$ cat src/rtl/axil_csr_pkg.sv
//------------------------------------------------------------------------------
// Module : axil_csr_pkg
// Brief  : Shared response codes, FSM states and register-map offsets for the
//          AXI-Lite CSR bank.
// Rev    : 1.0
//------------------------------------------------------------------------------
`default_nettype none

package axil_csr_pkg;

    localparam logic [1:0] c_resp_okay   = 2'b00;
    localparam logic [1:0] c_resp_slverr = 2'b10;

    // Offsets of the special registers, counted from the end of the RO block
    localparam int c_trig_ofs       = 0;
    localparam int c_irq_status_ofs = 1;
    localparam int c_irq_en_ofs     = 2;

    typedef enum logic [1:0] {
        W_IDLE    = 2'd0,
        W_HAVE_AW = 2'd1,
        W_HAVE_W  = 2'd2,
        W_RESP    = 2'd3
    } wr_state_t;

    typedef enum logic [0:0] {
        R_IDLE = 1'b0,
        R_DATA = 1'b1
    } rd_state_t;

endpackage

`default_nettype wire

$ cat src/rtl/axil_csr_irq.sv
//------------------------------------------------------------------------------
// Module : axil_csr_irq
// Brief  : W1C interrupt status (set wins over clear), byte-strobed enable and
//          registered level interrupt.
// Rev    : 1.0
//------------------------------------------------------------------------------
`default_nettype none

module axil_csr_irq #(
    parameter int DATA_W = 32
) (
    input  logic              clk,
    input  logic              rst,
    input  logic [DATA_W-1:0] i_irq_src,
    input  logic              i_status_we,
    input  logic              i_en_we,
    input  logic [DATA_W-1:0] i_wdata,
    input  logic [DATA_W-1:0] i_wmask,
    output logic [DATA_W-1:0] o_status,
    output logic [DATA_W-1:0] o_en,
    output logic              o_irq
);

    logic [DATA_W-1:0] r_status;
    logic [DATA_W-1:0] r_en;
    logic              r_irq;
    logic [DATA_W-1:0] w_clr;

    assign w_clr = i_status_we ? (i_wdata & i_wmask) : '0;

    always_ff @(posedge clk) begin
        if (rst) begin
            r_status <= '0;
            r_en     <= '0;
            r_irq    <= 1'b0;
        end else begin
            r_status <= (r_status & ~w_clr) | i_irq_src;
            if (i_en_we) begin
                r_en <= (r_en & ~i_wmask) | (i_wdata & i_wmask);
            end
            r_irq <= |(r_status & r_en);
        end
    end

    assign o_status = r_status;
    assign o_en     = r_en;
    assign o_irq    = r_irq;

endmodule

`default_nettype wire

$ cat src/rtl/axil_csr_bank.sv
//------------------------------------------------------------------------------
// Module : axil_csr_bank
// Brief  : AXI-Lite CSR bank with RW, RO and trigger registers. Defining
//          AXIL_CSR_IRQ_EN adds the IRQ_STATUS/IRQ_EN registers and irq_o.
// Rev    : 1.0
//------------------------------------------------------------------------------
`default_nettype none

module axil_csr_bank
    import axil_csr_pkg::*;
#(
    parameter int DATA_W = 32,
    parameter int ADDR_W = 8,
    parameter int N_RW   = 4,
    parameter int N_RO   = 2
) (
    input  logic                   clk,
    input  logic                   rst,
    input  logic [ADDR_W-1:0]      cbus_awaddr,
    input  logic                   cbus_awvalid,
    output logic                   cbus_awready,
    input  logic [DATA_W-1:0]      cbus_wdata,
    input  logic [DATA_W/8-1:0]    cbus_wstrb,
    input  logic                   cbus_wvalid,
    output logic                   cbus_wready,
    output logic [1:0]             cbus_bresp,
    output logic                   cbus_bvalid,
    input  logic                   cbus_bready,
    input  logic [ADDR_W-1:0]      cbus_araddr,
    input  logic                   cbus_arvalid,
    output logic                   cbus_arready,
    output logic [DATA_W-1:0]      cbus_rdata,
    output logic [1:0]             cbus_rresp,
    output logic                   cbus_rvalid,
    input  logic                   cbus_rready,
    output logic [N_RW*DATA_W-1:0] csr_rw_o,
    input  logic [N_RO*DATA_W-1:0] csr_ro_i,
    output logic [DATA_W-1:0]      csr_trig_o
`ifdef AXIL_CSR_IRQ_EN
   ,input  logic [DATA_W-1:0]      irq_src_i,
    output logic                   irq_o
`endif
);

    localparam int IDX_W  = ADDR_W - 2;
    localparam int STRB_W = DATA_W / 8;

    localparam logic [IDX_W-1:0] c_idx_ro     = IDX_W'(N_RW);
    localparam logic [IDX_W-1:0] c_idx_trig   = IDX_W'(N_RW + N_RO + c_trig_ofs);
    localparam logic [IDX_W-1:0] c_idx_irq_st = IDX_W'(N_RW + N_RO + c_irq_status_ofs);
    localparam logic [IDX_W-1:0] c_idx_irq_en = IDX_W'(N_RW + N_RO + c_irq_en_ofs);

    wr_state_t         r_wst;
    wr_state_t         w_wst_nxt;
    rd_state_t         r_rst;
    logic              r_commit, w_commit_nxt;
    logic              r_awready, r_wready, r_bvalid;
    logic              w_awready_nxt, w_wready_nxt;
    logic [1:0]        r_bresp;
    logic [IDX_W-1:0]  r_widx;
    logic [DATA_W-1:0] r_wdata;
    logic [STRB_W-1:0] r_wstrb;
    logic [DATA_W-1:0] r_csr [N_RW];
    logic [DATA_W-1:0] r_trig;
    logic              r_arready, r_rvalid;
    logic [DATA_W-1:0] r_rdata;
    logic [1:0]        r_rresp;

    logic              w_aw_hs, w_w_hs, w_ar_hs;
    logic [DATA_W-1:0] w_wmask;
    logic              w_wr_rw, w_wr_trig, w_wr_irq_st, w_wr_irq_en, w_wr_ok;
    logic [IDX_W-1:0]  w_ridx;
    logic [DATA_W-1:0] w_rdata_nxt;
    logic [1:0]        w_rresp_nxt;
    logic [DATA_W-1:0] w_irq_status, w_irq_en;
    logic              w_unused;

    assign w_unused = ^{cbus_awaddr[1:0], cbus_araddr[1:0]};

    assign w_aw_hs = cbus_awvalid & r_awready;
    assign w_w_hs  = cbus_wvalid  & r_wready;
    assign w_ar_hs = cbus_arvalid & r_arready;

    always_comb begin
        for (int b = 0; b < STRB_W; b++) begin
            w_wmask[8*b +: 8] = {8{r_wstrb[b]}};
        end
    end

    assign w_wr_rw   = (r_widx < c_idx_ro);
    assign w_wr_trig = (r_widx == c_idx_trig);
`ifdef AXIL_CSR_IRQ_EN
    assign w_wr_irq_st = (r_widx == c_idx_irq_st);
    assign w_wr_irq_en = (r_widx == c_idx_irq_en);
`else
    assign w_wr_irq_st = 1'b0;
    assign w_wr_irq_en = 1'b0;
`endif
    assign w_wr_ok = w_wr_rw | w_wr_trig | w_wr_irq_st | w_wr_irq_en;

    // r_commit marks the one cycle between "both channels held" and the update
    always_comb begin
        w_wst_nxt    = r_wst;
        w_commit_nxt = 1'b0;
        case (r_wst)
            W_IDLE: begin
                if (w_aw_hs && w_w_hs) w_commit_nxt = 1'b1;
                else if (w_aw_hs)      w_wst_nxt = W_HAVE_AW;
                else if (w_w_hs)       w_wst_nxt = W_HAVE_W;
            end
            W_HAVE_AW: if (w_w_hs)  w_commit_nxt = 1'b1;
            W_HAVE_W:  if (w_aw_hs) w_commit_nxt = 1'b1;
            W_RESP:    if (cbus_bready) w_wst_nxt = W_IDLE;
            default:   w_wst_nxt = W_IDLE;
        endcase
        if (r_commit) w_wst_nxt = W_RESP;
        w_awready_nxt = !w_commit_nxt && (w_wst_nxt == W_IDLE || w_wst_nxt == W_HAVE_W);
        w_wready_nxt  = !w_commit_nxt && (w_wst_nxt == W_IDLE || w_wst_nxt == W_HAVE_AW);
    end

    always_ff @(posedge clk) begin
        if (rst) begin
            r_wst     <= W_IDLE;
            r_commit  <= 1'b0;
            r_awready <= 1'b0;
            r_wready  <= 1'b0;
            r_bvalid  <= 1'b0;
            r_bresp   <= c_resp_okay;
            r_trig    <= '0;
            for (int i = 0; i < N_RW; i++) r_csr[i] <= '0;
        end else begin
            r_wst     <= w_wst_nxt;
            r_commit  <= w_commit_nxt;
            r_awready <= w_awready_nxt;
            r_wready  <= w_wready_nxt;
            r_trig    <= '0;
            if (w_aw_hs) r_widx <= cbus_awaddr[ADDR_W-1:2];
            if (w_w_hs) begin
                r_wdata <= cbus_wdata;
                r_wstrb <= cbus_wstrb;
            end
            if (r_commit) begin
                r_bvalid <= 1'b1;
                r_bresp  <= w_wr_ok ? c_resp_okay : c_resp_slverr;
                if (w_wr_trig) r_trig <= r_wdata & w_wmask;
                for (int i = 0; i < N_RW; i++) begin
                    if (r_widx == IDX_W'(i)) r_csr[i] <= (r_csr[i] & ~w_wmask) | (r_wdata & w_wmask);
                end
            end else if (r_bvalid && cbus_bready) begin
                r_bvalid <= 1'b0;
            end
        end
    end

    assign w_ridx = cbus_araddr[ADDR_W-1:2];

    always_comb begin
        w_rdata_nxt = '0;
        w_rresp_nxt = c_resp_slverr;
        for (int i = 0; i < N_RW; i++) begin
            if (w_ridx == IDX_W'(i)) begin
                w_rdata_nxt = r_csr[i];
                w_rresp_nxt = c_resp_okay;
            end
        end
        for (int j = 0; j < N_RO; j++) begin
            if (w_ridx == IDX_W'(N_RW + j)) begin
                w_rdata_nxt = csr_ro_i[j*DATA_W +: DATA_W];
                w_rresp_nxt = c_resp_okay;
            end
        end
`ifdef AXIL_CSR_IRQ_EN
        if (w_ridx == c_idx_irq_st) begin
            w_rdata_nxt = w_irq_status;
            w_rresp_nxt = c_resp_okay;
        end
        if (w_ridx == c_idx_irq_en) begin
            w_rdata_nxt = w_irq_en;
            w_rresp_nxt = c_resp_okay;
        end
`endif
    end

    always_ff @(posedge clk) begin
        if (rst) begin
            r_rst     <= R_IDLE;
            r_arready <= 1'b0;
            r_rvalid  <= 1'b0;
            r_rdata   <= '0;
            r_rresp   <= c_resp_okay;
        end else begin
            case (r_rst)
                R_IDLE: begin
                    r_arready <= 1'b1;
                    if (w_ar_hs) begin
                        r_rst     <= R_DATA;
                        r_arready <= 1'b0;
                        r_rvalid  <= 1'b1;
                        r_rdata   <= w_rdata_nxt;
                        r_rresp   <= w_rresp_nxt;
                    end
                end
                R_DATA: begin
                    if (cbus_rready) begin
                        r_rst     <= R_IDLE;
                        r_arready <= 1'b1;
                        r_rvalid  <= 1'b0;
                    end
                end
                default: r_rst <= R_IDLE;
            endcase
        end
    end

`ifdef AXIL_CSR_IRQ_EN
    axil_csr_irq #(
        .DATA_W (DATA_W)
    ) u_irq (
        .clk         (clk),
        .rst         (rst),
        .i_irq_src   (irq_src_i),
        .i_status_we (r_commit && w_wr_irq_st),
        .i_en_we     (r_commit && w_wr_irq_en),
        .i_wdata     (r_wdata),
        .i_wmask     (w_wmask),
        .o_status    (w_irq_status),
        .o_en        (w_irq_en),
        .o_irq       (irq_o)
    );
`else
    assign w_irq_status = '0;
    assign w_irq_en     = '0;
`endif

    generate
        for (genvar i = 0; i < N_RW; i++) begin : g_rw
            assign csr_rw_o[i*DATA_W +: DATA_W] = r_csr[i];
        end
    endgenerate

    assign cbus_awready = r_awready;
    assign cbus_wready  = r_wready;
    assign cbus_bvalid  = r_bvalid;
    assign cbus_bresp   = r_bresp;
    assign cbus_arready = r_arready;
    assign cbus_rvalid  = r_rvalid;
    assign cbus_rdata   = r_rdata;
    assign cbus_rresp   = r_rresp;
    assign csr_trig_o   = r_trig;

endmodule

`default_nettype wire
$ cat config.mk
export PLATFORM = sky130hd
export DESIGN_NAME = axil_csr_bank
export DESIGN_NICKNAME = d
export VERILOG_FILES = /design/src/rtl/axil_csr_pkg.sv /design/src/rtl/axil_csr_irq.sv /design/src/rtl/axil_csr_bank.sv
export SDC_FILE = /design/constraint.sdc
export NUM_CORES = 1
export LEC_CHECK = 0
export CORE_MARGIN = 2
export CORE_UTILIZATION = 50
export DETAILED_ROUTE_END_ITERATION = 12
export PLACE_DENSITY = 0.83
export SLEW_MARGIN = 20
export SYNTH_ARGS = -nofsm -noshare
export SYNTH_HDL_FRONTEND = slang
export SYNTH_SLANG_ARGS = --single-unit
$ cat constraint.sdc
create_clock -name clk -period 9.5 [get_ports clk]
set_clock_uncertainty 0.15 [all_clocks]
set_input_delay 2.375 -clock clk [delete_from_list [all_inputs] [get_ports clk]]
set_output_delay 2.375 -clock clk [all_outputs]
set_load 0.05 [all_outputs]
==> impl_metrics.py, run 1 <==
metrics = {
    "timing": {
        "whs_ns": 0.310,
        "period_share": 0.508,
        "fin_crit_ns": 4.83,
        "hold_viol_final": 0,
        "setup_ws_ns": 4.67,
        "setup_viol": 0,
        "max_clock_freq_mhz": 207,
        "grt_setup_unrepaired": "no",
        "tightest_slew_ns": 1.11,
        "final.setup.tns_ns": 0,
        "drv_slew": 0,
        "maxSlewHeadroom": 0.262,
    },
    "grt": {
        "grt_max_degree": 66,
        "grt_pass1_wl_um": 54300,
        "grt_remaining_overflow": 0,
        "antenna_found_initial": 2,
        "grt_pass1_vias": 9354,
        "gr-usage-all-layers": 0.297,
    },
    "logic_synthesis": {
        "netlist_top_cells_count": "edfxtp_1, a21oi_1, nand2b_1, nor2_1, dfxtp_1",
        "postSynth.asyncResetShare": 0,
        "ys_seq_elements": 245,
        "synth.most_common_cell": "edfxtp_1",
        "yosysTopAreaCellShare": 0.453,
        "ys.flop_type": "edfxtp_1",
        "synth-edff-count": 170,
        "synthCells": 1014,
        "yosysWarnings": 0,
        "synthDistinctLibCells": 48,
        "yosysSeqAreaShare": 0.586,
        "syn_area_per_cell_um2": 11.1,
        "syn_area_um2": 11300,
        "yosysTopAreaCell": "edfxtp_1",
        "yosys-top-cells-area": "edfxtp_1, dfxtp_1, nand2b_1",
    },
    "finish": {
        "nets": 1413,
        "design_area_um2": 15400,
        "area_growth_pct": 36.5,
        "stdcell_count": 1588,
        "fillerInstances": 1576,
        "drive_above_1_share": 0.0627,
    },
    "worst_setup_path": {
        "crit_fanout": 42,
        "worstSetupPathType": "in -> reg",
        "start_kind": "input port",
        "end_kind": "flip-flop",
        "worstPathRequired_ns": 9.75,
        "cp.arrival_ns": 5.08,
    },
    "floorplan": {
        "die_height_um": 154,
        "io_pins": 324,
        "die_width_um": 154,
        "rows": 54,
        "dieArea_um2": 23800,
        "coreArea_um2": 22000,
        "initial_core_util": 0.514,
    },
    "placement": {
        "gp_congestion": 0.829,
        "pre_cts_ws_ns": 4.08,
        "post_dp_cell_area_um2": 14500,
        "io_buffers": 317,
        "placed_cells": 1535,
        "hpwlAfterDp_um": 23300,
    },
    "clocking": {
        "cts.sinks": 245,
        "cts_tree": "built",
        "htreeDepth": 1,
        "numCtsBuffers": 27,
        "cts-resized-gates": 0,
        "post_cts_buffers": 0,
        "ctsLongestPathBuffers": 3,
        "clk_pin_slew_worst_paths_ns": 0.06,
        "root_buffer": "clkbuf_16",
        "clkLatencyLatePin_ns": 0.54,
        "hold_buffers": 0,
    },
    "routing": {
        "drt-total-wl_um": 36700,
        "ant_nets": 0,
        "dr.pass1.iters": 5,
        "num_vias": 9524,
        "drt-initial-drc-count": 904,
        "vias_per_cell": 6.00,
        "drc_errors": 0,
        "wl_per_cell_um": 23.1,
    },
    "hold_path": {
        "hold_class": "reg -> reg",
    },
    "power_and_ir_drop": {
        "power_density_nw_per_um2": 175,
        "p_leak_uw": 0.00534,
        "vdd_drop_max_mv": 0.148,
    },
    "run": {
        "cap_violations": 0,
    },
    "status": {
        "status": "finished clean",
    },
}
==> report_power, final <==
group / leakage (µW) / switching (µW) / internal [µW]
Combinational: 0.00263 / 279 / 178
Sequential: 0.00231 / 48.5 / 1200
Clock: 0.000399 / 421 / 565
Total: 0.00534 / 749 / 1940
==> cell families (layout without fill, tap and decap cells) <==
| family | count (synthesis) | in the layout | share of synthesized area |
|---|---|---|---|
| AOI/OAI and AO/OA | 273 | 273 | 0.156 |
| adders and majority gates | 4 | 4 | 0.00444 |
| buffers and inverters | 90 | 382 | 0.0338 |
| DFF | 245 | 245 | 0.586 |
| muxes | 32 | 32 | 0.0417 |
| other | 1 | 3 | 0.000332 |
| and+or+nand+nor | 369 | 369 | 0.178 |
==> state kept, by name, summed over array words and instances (netlist names) <==
name and cells:
r_csr 128, cbus_rdata 32, csr_trig_o 32, r_wdata 32, r_widx 6, r_wstrb 4
r_wst 2, cbus_arready 1, cbus_awready 1, cbus_bresp 1, cbus_bvalid 1, cbus_rresp 1
cbus_rvalid 1, cbus_wready 1, r_commit 1, r_rst 1
==> final cells by class <==
class / count / area [µm²] / share of cell area
diodes: 1 / 2.50 / 0.000163
clock buffers: 38 / 737 / 0.0479
clock inverters: 12 / 83.8 / 0.00544
inverters: 4 / 15.0 / 0.000975
multi-input cells: 680 / 4350 / 0.282
flip-flops and latches: 245 / 6610 / 0.429
well taps: 280 / 350 / 0.0228
repair buffers: 328 / 3250 / 0.211
==> path summary, 6_finish.rpt <==
| kind | start | to | slack (ns) | depth (start not counted) |
|---|---|---|---|---|
| max | cbus_araddr[4] | cbus_rdata[5] | 4.67 | 6 |
| min | cbus_rdata[5] | cbus_rdata[5] | 0.31 | 2 |
| max reg2reg | r_widx[5] | r_csr[3][28] | 6.77 | 3 |
| min reg2reg | cbus_rdata[5] | cbus_rdata[5] | 0.31 | 2 |
==> layout by cell type, fill, tap and decap left out, types with 7 or more instances in the layout <==
master	netlist	final
mux4_2	12	12
o31ai_1	10	10
dfxtp_1	75	75
o21bai_1	38	38
nand2b_1	152	152
nand3b_1	12	12
a21oi_1	153	153
or3_1	19	19
a221oi_1	19	19
a41o_1	19	19
buf_4	5	10
clkbuf_16	0	27
edfxtp_1	170	170
nand2_1	43	39
nand3_1	22	21
mux2i_1	20	20
clkdlybuf4s50_1	0	313
nor2_1	85	84
a2bb2oi_1	11	11
nor4_1	21	20
clkinv_1	0	7
clkbuf_1	60	9
==> routing by layer <==
| layer | global-route usage | up-vias | wire length (µm) |
|---|---|---|---|
| met5 | 0 | - | 13 |
| met4 | 0.0997 | 2 | 946 |
| met3 | 0.0675 | 64 | 3680 |
| met2 | 0.499 | 568 | 17800 |
| met1 | 0.383 | 4606 | 14300 |
| li1 | - | 4284 | - |
==> critical path, cell delays in order <==
cell	delay, ns
buf_2	0.61
nor2b_4	0.74
buf_4	0.36
nand3_1	0.48
o211ai_1	0.38
a21oi_1	0.10
==> stage by stage <==
stage | utilization | total power, µW
6_report | 0.701 | 2690
5_1_grt | 0.701 | 2770
4_1_cts | 0.700 | 2690
3_5_place_dp | 0.662 | 1720
3_3_place_gp | 0.662 | 1710
2_1_floorplan | - | 1540
Note: power is estimated with default switching activity, not from simulation.
==> inputs of run 2 (changes only) <==
--- a/config.mk
+++ b/config.mk
@@ -6,9 +6,9 @@
 export NUM_CORES = 1
 export LEC_CHECK = 0
 export CORE_MARGIN = 2
-export CORE_UTILIZATION = 50
+export CORE_UTILIZATION = 43
 export DETAILED_ROUTE_END_ITERATION = 12
-export PLACE_DENSITY = 0.83
+export PLACE_DENSITY = 0.76
 export SLEW_MARGIN = 20
 export SYNTH_ARGS = -nofsm -noshare
 export SYNTH_HDL_FRONTEND = slang
==> constraint.sdc (replaced) <==
create_clock -name clk -period 4.3 [get_ports clk]
set_clock_uncertainty 0.15 [all_clocks]
set_input_delay 1.075 -clock clk [delete_from_list [all_inputs] [get_ports clk]]
set_output_delay 1.075 -clock clk [all_outputs]
set_load 0.05 [all_outputs]
==> run 2 against run 1 <==
  * Final area grew 1.6%
  * Utilization shrank 9.8 points
  * Critical endpoint is now csr_rw_o[100]
  * Largest power group unchanged
  * Register-to-register slack lost 5.1 ns
  * Wire length grew 3.3%
==> impl_metrics.py, run 2 (synthesized netlist as in run 1, its figures left out) <==
metrics = {
    "status": {
        "status": "finished clean",
    },
    "timing": {
        "whs_ns": 0.303,
        "drv_slew": 0,
        "fin_crit_ns": 3.13,
        "period_share": 0.727,
        "tightest_slew_ns": 1.11,
        "grt_setup_unrepaired": "no",
        "max_clock_freq_mhz": 320,
        "maxSlewHeadroom": 0.257,
        "final.setup.tns_ns": 0,
        "setup_viol": 0,
        "hold_viol_final": 0,
    },
    "worst_setup_path": {
        "cp_top_family": "buffers and inverters",
        "worstSetupPathType": "reg -> out",
        "end_kind": "primary output",
        "path_buf_inv": 1,
        "worstPathRequired_ns": 3.07,
        "path_cells": "clkdlybuf4s50_1",
        "cp.arrival_ns": 1.90,
        "start_kind": "flip-flop",
        "crit_fanout": 3,
        "crit_path_max_incr_delay_ns": 0.86,
        "slowest_stage": "clkdlybuf4s50_1",
    },
    "power_and_ir_drop": {
        "p_clk_frac": 0.387,
        "p_switching_uw": 1710,
        "internal_power_uw": 4460,
        "power_frac_comb": 0.167,
        "vdd_drop_max_mv": 0.315,
        "total_power_uw": 6180,
        "seq_power_share": 0.446,
        "p_leak_uw": 0.00543,
        "power_density_nw_per_um2": 395,
        "swShare": 0.277,
    },
    "routing": {
        "drt-total-wl_um": 37900,
        "drt-initial-drc-count": 883,
        "vias_per_cell": 5.70,
        "dr.pass1.iters": 7,
        "drc_errors": 0,
        "wl_per_cell_um": 22.9,
        "ant_nets": 0,
        "num_vias": 9419,
    },
    "clocking": {
        "cts-resized-gates": 0,
        "clkLatencyLatePin_ns": 0.54,
        "ctsLongestPathBuffers": 3,
        "htreeDepth": 1,
        "post_cts_buffers": 0,
        "cts.sinks": 245,
        "numCtsBuffers": 28,
        "cts_tree": "built",
        "hold_buffers": 0,
        "clk_pin_slew_worst_paths_ns": 0.06,
        "root_buffer": "clkbuf_16",
    },
    "finish": {
        "num_antenna_cells": 0,
        "mostFrequentLayoutCells": "clkdlybuf4s50_1, edfxtp_1, a21oi_1",
        "post-route-util": 0.603,
        "area_growth_pct": 38.6,
        "nets": 1423,
        "final_common_cell": "clkdlybuf4s50_1",
        "design_area_um2": 15600,
        "drive_above_1_share": 0.0736,
        "largest_reg_flops": 128,
        "regMostFlops": "r_csr",
        "fillerInstances": 2043,
    },
    "floorplan": {
        "die_height_um": 166,
        "initial_core_util": 0.435,
        "die_width_um": 166,
        "rows": 59,
        "dieArea_um2": 27500,
        "coreArea_um2": 25900,
        "io_pins": 324,
    },
    "placement": {
        "hpwlAfterDp_um": 25900,
        "io_buffers": 317,
        "gp_congestion": 0.912,
        "post_dp_cell_area_um2": 14700,
    },
    "grt": {
        "grt_pass1_vias": 9053,
        "grt_max_degree": 41,
        "grt_pass1_wl_um": 57300,
        "antenna_found_initial": 1,
        "grt_remaining_overflow": 0,
        "gr-usage-all-layers": 0.266,
    },
    "run": {
        "cap_violations": 0,
    },
    "hold_path": {
        "hold_class": "reg -> reg",
    },
}
[run 2: changes by cell type in the layout (fill, tap and decap cells not counted), sizes merged]
| cell | delta |
|---|---|
| clkinvlp | +3 |
| buf | +8 |
| clkinv | -2 |
| bufinv | +1 |
| clkdlybuf4s50 | +1 |
| diode | -1 |
[run 2: area by class of cell]
type / instances / area (µm²) / share of cell area
sequential: 245 / 6610 / 0.423
multi-input combinational: 680 / 4330 / 0.277
timing repair buffer: 337 / 3330 / 0.213
clock buffer: 38 / 800 / 0.0511
tap: 335 / 419 / 0.0268
clock inverter: 14 / 133 / 0.00848
inverter: 4 / 15.0 / 0.000960
[run 2: final timing paths]
path	start	to	slack, ns	depth (start not counted)
setup / recovery	r_csr[3][4]	csr_rw_o[100]	1.17	1
setup reg to reg	r_widx[5]	r_csr[1][31]	1.71	3
hold / removal	cbus_rdata[5]	cbus_rdata[5]	0.30	2
hold reg to reg	cbus_rdata[5]	cbus_rdata[5]	0.30	2
[run 2: power by group through the flow]
stage | combinational (µW) | sequential, µW | clock, µW
after detailed placement | 1020 | 2800 | 0
after CTS | 1030 | 2750 | 2420
final | 1030 | 2750 | 2390
after global placement | 1010 | 2800 | 0
after floorplan | 390 | 3010 | 0
after global routing | 1100 | 2760 | 2520
[run 2: per-stage QoR]
stage | worst slack (ns) | std cells
after floorplan | 0.592 | 1015
after global placement | 0.872 | 1600
after detailed placement | 0.798 | 1600
after CTS | 1.18 | 1652
after global routing | 1.15 | 1653
final | 1.17 | 1653
[run 2: per-layer routing]
metal	vias to the layer above	part of all wire	global-route usage
met1	4544	0.42	0.383
met3	67	0.10	0.0596
li1	4300	-	-
met5	-	0.00034	0
met4	2	0.026	0.0684
met2	506	0.45	0.410
==> inputs of run 3 (changes only) <==
--- a/config.mk
+++ b/config.mk
@@ -6,9 +6,9 @@
 export NUM_CORES = 1
 export LEC_CHECK = 0
 export CORE_MARGIN = 2
-export CORE_UTILIZATION = 43
+export CORE_UTILIZATION = 48
 export DETAILED_ROUTE_END_ITERATION = 12
-export PLACE_DENSITY = 0.76
+export PLACE_DENSITY = 0.81
 export SLEW_MARGIN = 20
 export SYNTH_ARGS = -nofsm -noshare
 export SYNTH_HDL_FRONTEND = slang
==> constraint.sdc (replaced) <==
create_clock -name clk -period 3.2 [get_ports clk]
set_clock_uncertainty 0.15 [all_clocks]
set_input_delay 0.8 -clock clk [delete_from_list [all_inputs] [get_ports clk]]
set_output_delay 0.8 -clock clk [all_outputs]
set_load 0.05 [all_outputs]
==> run 3 against run 2 <==
  * Combinational power is 36% higher
  * Setup slack worse by 0.76 ns
  * Sequential power increased by 35%
  * Wire length fell by 0.67%
  * Non-clock buffer count is 15 higher
  * Clock-buffer cell count is 1 lower
  * Flip-flop and latch count stayed put
  * Final cell count decreased by 0.24%
  * Die area shrank 10%
==> impl_metrics.py, run 3 (synthesized netlist as in run 1, its figures left out) <==
metrics = {
    "routing": {
        "num_vias": 9672,
        "ant_nets": 0,
        "drt-initial-drc-count": 858,
        "dr.pass1.iters": 7,
        "drt-total-wl_um": 37700,
        "vias_per_cell": 5.87,
        "drc_errors": 0,
        "wl_per_cell_um": 22.8,
    },
    "finish": {
        "largest_reg_flops": 128,
        "final_common_cell": "clkdlybuf4s50_1",
        "regMostFlops": "r_csr",
        "area_growth_pct": 39.9,
        "nets": 1436,
        "drive_above_1_share": 0.0835,
        "mostFrequentLayoutCells": "clkdlybuf4s50_1, edfxtp_1, a21oi_1",
        "post-route-util": 0.678,
    },
    "clocking": {
        "clkLatencyLatePin_ns": 0.54,
        "cts-resized-gates": 0,
        "hold_buffers": 0,
        "numCtsBuffers": 26,
        "root_buffer": "clkbuf_16",
        "htreeDepth": 1,
        "cts_tree": "built",
        "ctsLongestPathBuffers": 3,
        "post_cts_buffers": 0,
        "cts.sinks": 245,
        "clk_pin_slew_worst_paths_ns": 0.06,
    },
    "worst_setup_path": {
        "path_cells": "clkdlybuf4s50_1",
        "end_kind": "primary output",
        "cp.arrival_ns": 1.84,
        "start_kind": "flip-flop",
        "path_buf_inv": 1,
        "cp_top_family": "buffers and inverters",
        "slowest_stage": "clkdlybuf4s50_1",
        "worstPathRequired_ns": 2.25,
        "reg2reg_depth": 4,
        "worstSetupPathType": "reg -> out",
        "reg2reg_slack_ns": 0.67,
        "crit_path_max_incr_delay_ns": 0.87,
        "cp.depth": 1,
        "crit_fanout": 3,
    },
    "grt": {
        "grt_max_degree": 47,
        "gr-usage-all-layers": 0.296,
        "antenna_found_initial": 1,
        "grt_pass1_wl_um": 56200,
        "grt_pass1_vias": 9540,
        "grt_remaining_overflow": 0,
    },
    "floorplan": {
        "rows": 56,
        "die_height_um": 157,
        "initial_core_util": 0.485,
        "die_width_um": 157,
        "dieArea_um2": 24700,
        "coreArea_um2": 23300,
        "io_pins": 324,
    },
    "timing": {
        "maxSlewHeadroom": 0.339,
        "whs_ns": 0.304,
        "final.setup.tns_ns": 0,
        "period_share": 0.871,
        "drv_slew": 0,
        "hold_viol_final": 0,
        "grt_setup_unrepaired": "no",
        "fin_crit_ns": 2.79,
        "tightest_slew_ns": 0.991,
        "setup_viol": 0,
        "setup_ws_ns": 0.411,
        "max_clock_freq_mhz": 359,
    },
    "power_and_ir_drop": {
        "vdd_drop_max_mv": 0.382,
        "power_density_nw_per_um2": 512,
        "total_power_uw": 8080,
        "p_leak_uw": 0.00553,
    },
    "placement": {
        "gp_congestion": 0.859,
        "io_buffers": 317,
        "hpwlAfterDp_um": 25900,
        "pre_cts_ws_ns": 0.104,
    },
    "hold_path": {
        "hold_class": "reg -> reg",
        "whs_path_depth": 2,
    },
    "run": {
        "cap_violations": 0,
    },
    "status": {
        "status": "finished clean",
    },
}
-- run 3: cell count changes in the layout (fill, tap and decap cells not counted), moves of 2 or more --
cell / delta
nand2_2: +4
nand2_1: -4
clkinv_2: +2
clkinvlp_4: -3
clkbuf_16: -3
clkbuf_1: +3
buf_4: +5
buf_12: +11
-- run 3: layer usage --
layer	part of all wire	vias to the layer above	global-route usage
li1	-	4315	-
met1	0.38	4672	0.377
met2	0.48	598	0.498
met5	0	-	0
met3	0.10	87	0.0757
met4	0.031	0	0.0913
-- run 3: layout make-up --
class / instances / area, µm²
fill: 1756 / 7490
sequential: 245 / 6610
multi-input combinational: 680 / 4350
timing repair buffer: 352 / 3570
clock buffer: 37 / 722
tap: 319 / 399
clock inverter: 11 / 115
inverter: 4 / 15.0
antenna: 1 / 2.50
-- run 3: through the flow --
stage | cells | instance area (µm²)
2_1_floorplan | 1015 | 11300
3_3_place_gp | 1600 | 14900
3_5_place_dp | 1600 | 14900
4_1_cts | 1648 | 15800
5_1_grt | 1648 | 15800
6_report | 1649 | 15800
-- run 3: worst paths after layout --
| check | endpoint | startpoint |
|---|---|---|
| worst max-delay path | csr_rw_o[102] | r_csr[3][6] |
| worst min-delay path | cbus_rdata[5] | cbus_rdata[5] |
| worst max register to register | r_csr[1][18] | r_widx[5] |
| worst min register to register | cbus_rdata[5] | cbus_rdata[5] |
-- run 3: power by group --
part	leakage, µW	switching (µW)	internal [µW]
Sequential	0.00231	144	3550
Combinational	0.00280	846	552
Clock	0.000416	1250	1730
Total	0.00553	2240	5840
==> patch 1, RTL diff (settings of run 2) <==
The 4 states of `wr_state_t` get a one-hot encoding in 4 bits.
--- a/src/rtl/axil_csr_pkg.sv
+++ b/src/rtl/axil_csr_pkg.sv
@@ -16,11 +16,11 @@
     localparam int c_irq_status_ofs = 1;
     localparam int c_irq_en_ofs     = 2;
 
-    typedef enum logic [1:0] {
-        W_IDLE    = 2'd0,
-        W_HAVE_AW = 2'd1,
-        W_HAVE_W  = 2'd2,
-        W_RESP    = 2'd3
+    typedef enum logic [3:0] {
+        W_IDLE    = 4'b0001,
+        W_HAVE_AW = 4'b0010,
+        W_HAVE_W  = 4'b0100,
+        W_RESP    = 4'b1000
     } wr_state_t;
 
     typedef enum logic [0:0] {
Formal check against the unedited RTL: no difference found for any inputs over 4 cycles, from zero or initial values and one cycle with rst high; so few cycles prove little.
==> patch 1 against run 2 <==
- first-iteration DRC count grew 17%
- total power shrank 4.8%
- setup slack lost 0.034 ns
- sequential power shrank 2%
- design area shrank 0.78%
- routed wire length shrank 1.7%
- synthesized area grew 0.51%
- count of clock-buffer cells in the layout shrank 6
- sequential cell count grew 2
- critical path type unchanged
- highest routed layer is now met4
==> patch 1: results (changes against run 2) <==
global_routing:
  use_met3: 0.0546  # was 0.0596
  use_met1: 0.363  # was 0.383
  gr-usage-met2: 0.405  # was 0.410
  grt_max_degree: 66  # was 41
  grt_pass1_vias: 9235  # was 9053
  antenna_found_initial: 2  # was 1
final_layout:
  clkCellAreaFrac: 0.0597  # was 0.0596
  num-multi-input-gates: 695  # was 680
  nets: 1428  # was 1423
  nonClockBufferCount: 330  # was 337
  fillers: 2167  # was 2043
  drive_gt1_frac: 0.0747  # was 0.0736
  buffer_area_frac: 0.211  # was 0.213
  seq-cell-share: 0.428  # was 0.423
  syn_to_final_growth_pct: 36.8  # was 38.6%
  final_cells: 1662  # was 1653
  multi_input_area_share: 0.273  # was 0.277
logic_synthesis:
  yosys.cell_types.count: 55  # was 48
  synthAdderAreaFrac: 0  # was 0.00444
  yosys-top-cells-area: "edfxtp_1, dfxtp_1, nand2b_1, a21oi_1, nor2_1"  # unchanged
  synthMuxAreaShare: 0.0413  # was 0.0417
  synthXorXnorAreaFrac: 0.000773  # was 0
  synth_compound_area_frac: 0.146  # was 0.156
  ys_seq_elements: 247  # was 245
  ys_seq_area_frac: 0.586  # about the same
  synthTopCellsByCount: "edfxtp_1, a21oi_1, nand2b_1"  # unchanged
critical_path:
  endpoint: "csr_rw_o[97]"  # was csr_rw_o[100]
  critical_path_arrival_ns: 1.94  # was 1.90 ns
  ff2ff_setup_slack_ns: 1.59  # was 1.71 ns
  r2r-start: "r_commit"  # was r_widx[5]
  crit_start: "r_csr[3][1]"  # was r_csr[3][4]
  r2r-end: "r_csr[2][15]"  # was r_csr[1][31]
routing:
  vias_per_cell: 5.63  # was 5.70
  drt_iter0_drc: 1036  # was 883
  wl_per_cell_um: 22.4  # was 22.9 um
  first_pass_iters: 6  # was 7
pwr:
  ir_drop_mv: 0.315  # about the same
  p_int_mw: 4.38  # was 4.46 mW
  power_leakage_nw: 5.30  # was 5.43 nW
min_path:
  min_from: "r_rst"  # was cbus_rdata[5]
  min_to: "cbus_rvalid"  # was cbus_rdata[5]
place:
  dp.final_hpwl_um: 24400  # was 25900 um
  place_area_um2: 14600  # was 14700 um^2
  post-place-ws_ns: 0.976  # was 0.798 ns
clock_network:
  cts_made_buffers: 27  # was 28
sta:
  holdWs_ns: 0.351  # was 0.303 ns
  fin_crit_sh: 0.735  # was 0.727
  slew_headroom: 0.277  # was 0.257
run_status:
  status: "finished clean"  # unchanged
## patch 1: changes by cell type in the layout (fill, tap and decap cells not counted), moves of 10 or more
| cell | change |
|---|---|
| nand3b_1 | +10 |
| nand2_1 | +32 |
| nand2b_1 | -20 |
| or3_1 | -18 |
| nor2_1 | +15 |
| o21ai_0 | +21 |
| nand3_1 | -19 |
| nor3_1 | +14 |
| a211o_1 | +20 |
| a41o_1 | -19 |
| o32ai_1 | +20 |
| o21bai_1 | -37 |
## patch 1: power groups by stage
stage	sequential [mW]	combinational (mW)	clock, mW
final	2.69	0.755	2.44
after global routing	2.70	0.793	2.55
after CTS	2.69	0.753	2.47
after detailed placement	2.74	0.749	0
after global placement	2.73	0.745	0
after floorplan	2.91	0.249	0
## patch 1: metal layers
layer / vias to the layer above / routed length (um)
met5: - / 0
met4: 0 / 980
met3: 67 / 3300
met2: 484 / 17000
met1: 4504 / 16000
li1: 4298 / -
==> patch 2, RTL diff (config.mk and constraints of run 2) <==
Made on the original files. Add a define of `AXIL_CSR_IRQ_EN`.
--- a/src/rtl/axil_csr_bank.sv
+++ b/src/rtl/axil_csr_bank.sv
@@ -5,6 +5,8 @@
 // Rev    : 1.0
 //------------------------------------------------------------------------------
 `default_nettype none
+
+`define AXIL_CSR_IRQ_EN
 
 module axil_csr_bank
     import axil_csr_pkg::*;
Ports: changed (added irq_o and irq_src_i); port bits go from 324 to 357. No check against the original RTL was run, so the function may have changed too.
==> patch 2 against run 2 <==
- cell count up 29%
- utilization down 0.67 points
- count of clock-buffer cells in the layout up 3
- total power up 22%
- critical path depth up 4
- design area up 24%
- register-to-register slack worse by 0.56 ns
- routed wire length up 42%
- synthesized area up 25%
- sequential cell count up 65
- die area up 24%
- combinational power up 13%
- setup slack worse by 0.23 ns
- critical path type is now in2reg
- largest cell class unchanged
- largest power group unchanged
==> patch 2: results (changes against run 2) <==
run_status:
  status: "finished clean"  # unchanged
final_layout:
  nets: 1813  # was 1423
  final_cells: 2126  # was 1653
routing:
  route.met3.wl_um: 5210  # was 3840 um
  drt_iter0_drc: 1510  # was 883
  highest-signal-layer: "met4"  # was met5
  vias_per_cell: 5.95  # was 5.70
  met1_length_um: 21100  # was 16100 um
  first_pass_iters: 5  # was 7
  wl_per_cell_um: 25.3  # was 22.9 um
  wl_met2_um: 25700  # was 17000 um
critical_path:
  critical_path_arrival_ns: 3.63  # was 1.90 ns
  critical-path-max-stage-delay_ns: 0.79  # was 0.86 ns
  critPathMaxFanout: 11  # was 3
logic_synthesis:
  synthMuxAreaShare: 0.0803  # was 0.0417
  yosys.cell_types.count: 59  # was 48
  synthAdderAreaFrac: 0.00356  # was 0.00444
  syn_inst: 1319  # was 1014
  synthTopCellsByCount: "a21oi_1, edfxtp_1, dfxtp_1"  # was edfxtp_1, a21oi_1, nand2b_1
  ys_seq_area_frac: 0.562  # was 0.586
  synth_compound_area_frac: 0.168  # was 0.156
  yosys-top-cells-area: "edfxtp_1, dfxtp_1, a21oi_1, nand2b_1, mux2i_1"  # was edfxtp_1, dfxtp_1, nand2b_1, a21oi_1, nor2_1
  synth_warnings: 0  # unchanged
global_routing:
  use_met3: 0.0613  # was 0.0596
  grt_usage: 0.308  # was 0.266
  gr-usage-met2: 0.505  # was 0.410
  grt_pass1_wl_um: 77800  # was 57300 um
  grt_pass1_vias: 12300  # was 9053
  antenna_found_initial: 7  # was 1
  grt_max_degree: 66  # was 41
clock_network:
  htree_num_levels: 2  # was 1
  cts_made_buffers: 35  # was 28
  cts_root_buf: "clkbuf_16"  # unchanged
  clk_latency_ns: 0.52  # was 0.54 ns
pwr:
  ir_drop_mv: 0.286  # was 0.315 mV
  power_leakage_nw: 6.69  # was 5.43 nW
  swShare: 0.273  # was 0.277
place:
  gp_congestion: 0.945  # was 0.912
  post-place-ws_ns: 0.532  # was 0.798 ns
  numPortBuffers: 350  # was 317
  dp.final_hpwl_um: 38400  # was 25900 um
==> patch 2: worst paths after layout <==
check | startpoint | slack (ns) | endpoint | depth (start not counted)
worst max-delay path | cbus_araddr[4] | 0.95 | cbus_rdata[0] | 5
worst min-delay path | r_rst | 0.34 | cbus_rvalid | 1
worst max register to register | r_widx[2] | 1.15 | r_csr[0][3] | 4
worst min register to register | r_rst | 0.34 | cbus_rvalid | 1
==> patch 2: power by group through the flow <==
stage	registers, mW	logic [mW]	clock network [mW]
2_1_floorplan	3.67	0.424	0
3_3_place_gp	3.47	1.13	0
3_5_place_dp	3.47	1.14	0
4_1_cts	3.41	1.15	3.00
5_1_grt	3.43	1.22	3.11
6_report	3.42	1.16	2.98
==> patch 2: area by class of cell <==
class / count / area [um^2]
fill: 2718 / 13100
sequential: 310 / 7910
multi-input combinational: 870 / 5680
timing repair buffer: 397 / 3890
clock buffer: 41 / 918
tap: 442 / 553
clock inverter: 19 / 199
inverter: 40 / 150
antenna: 7 / 17.5
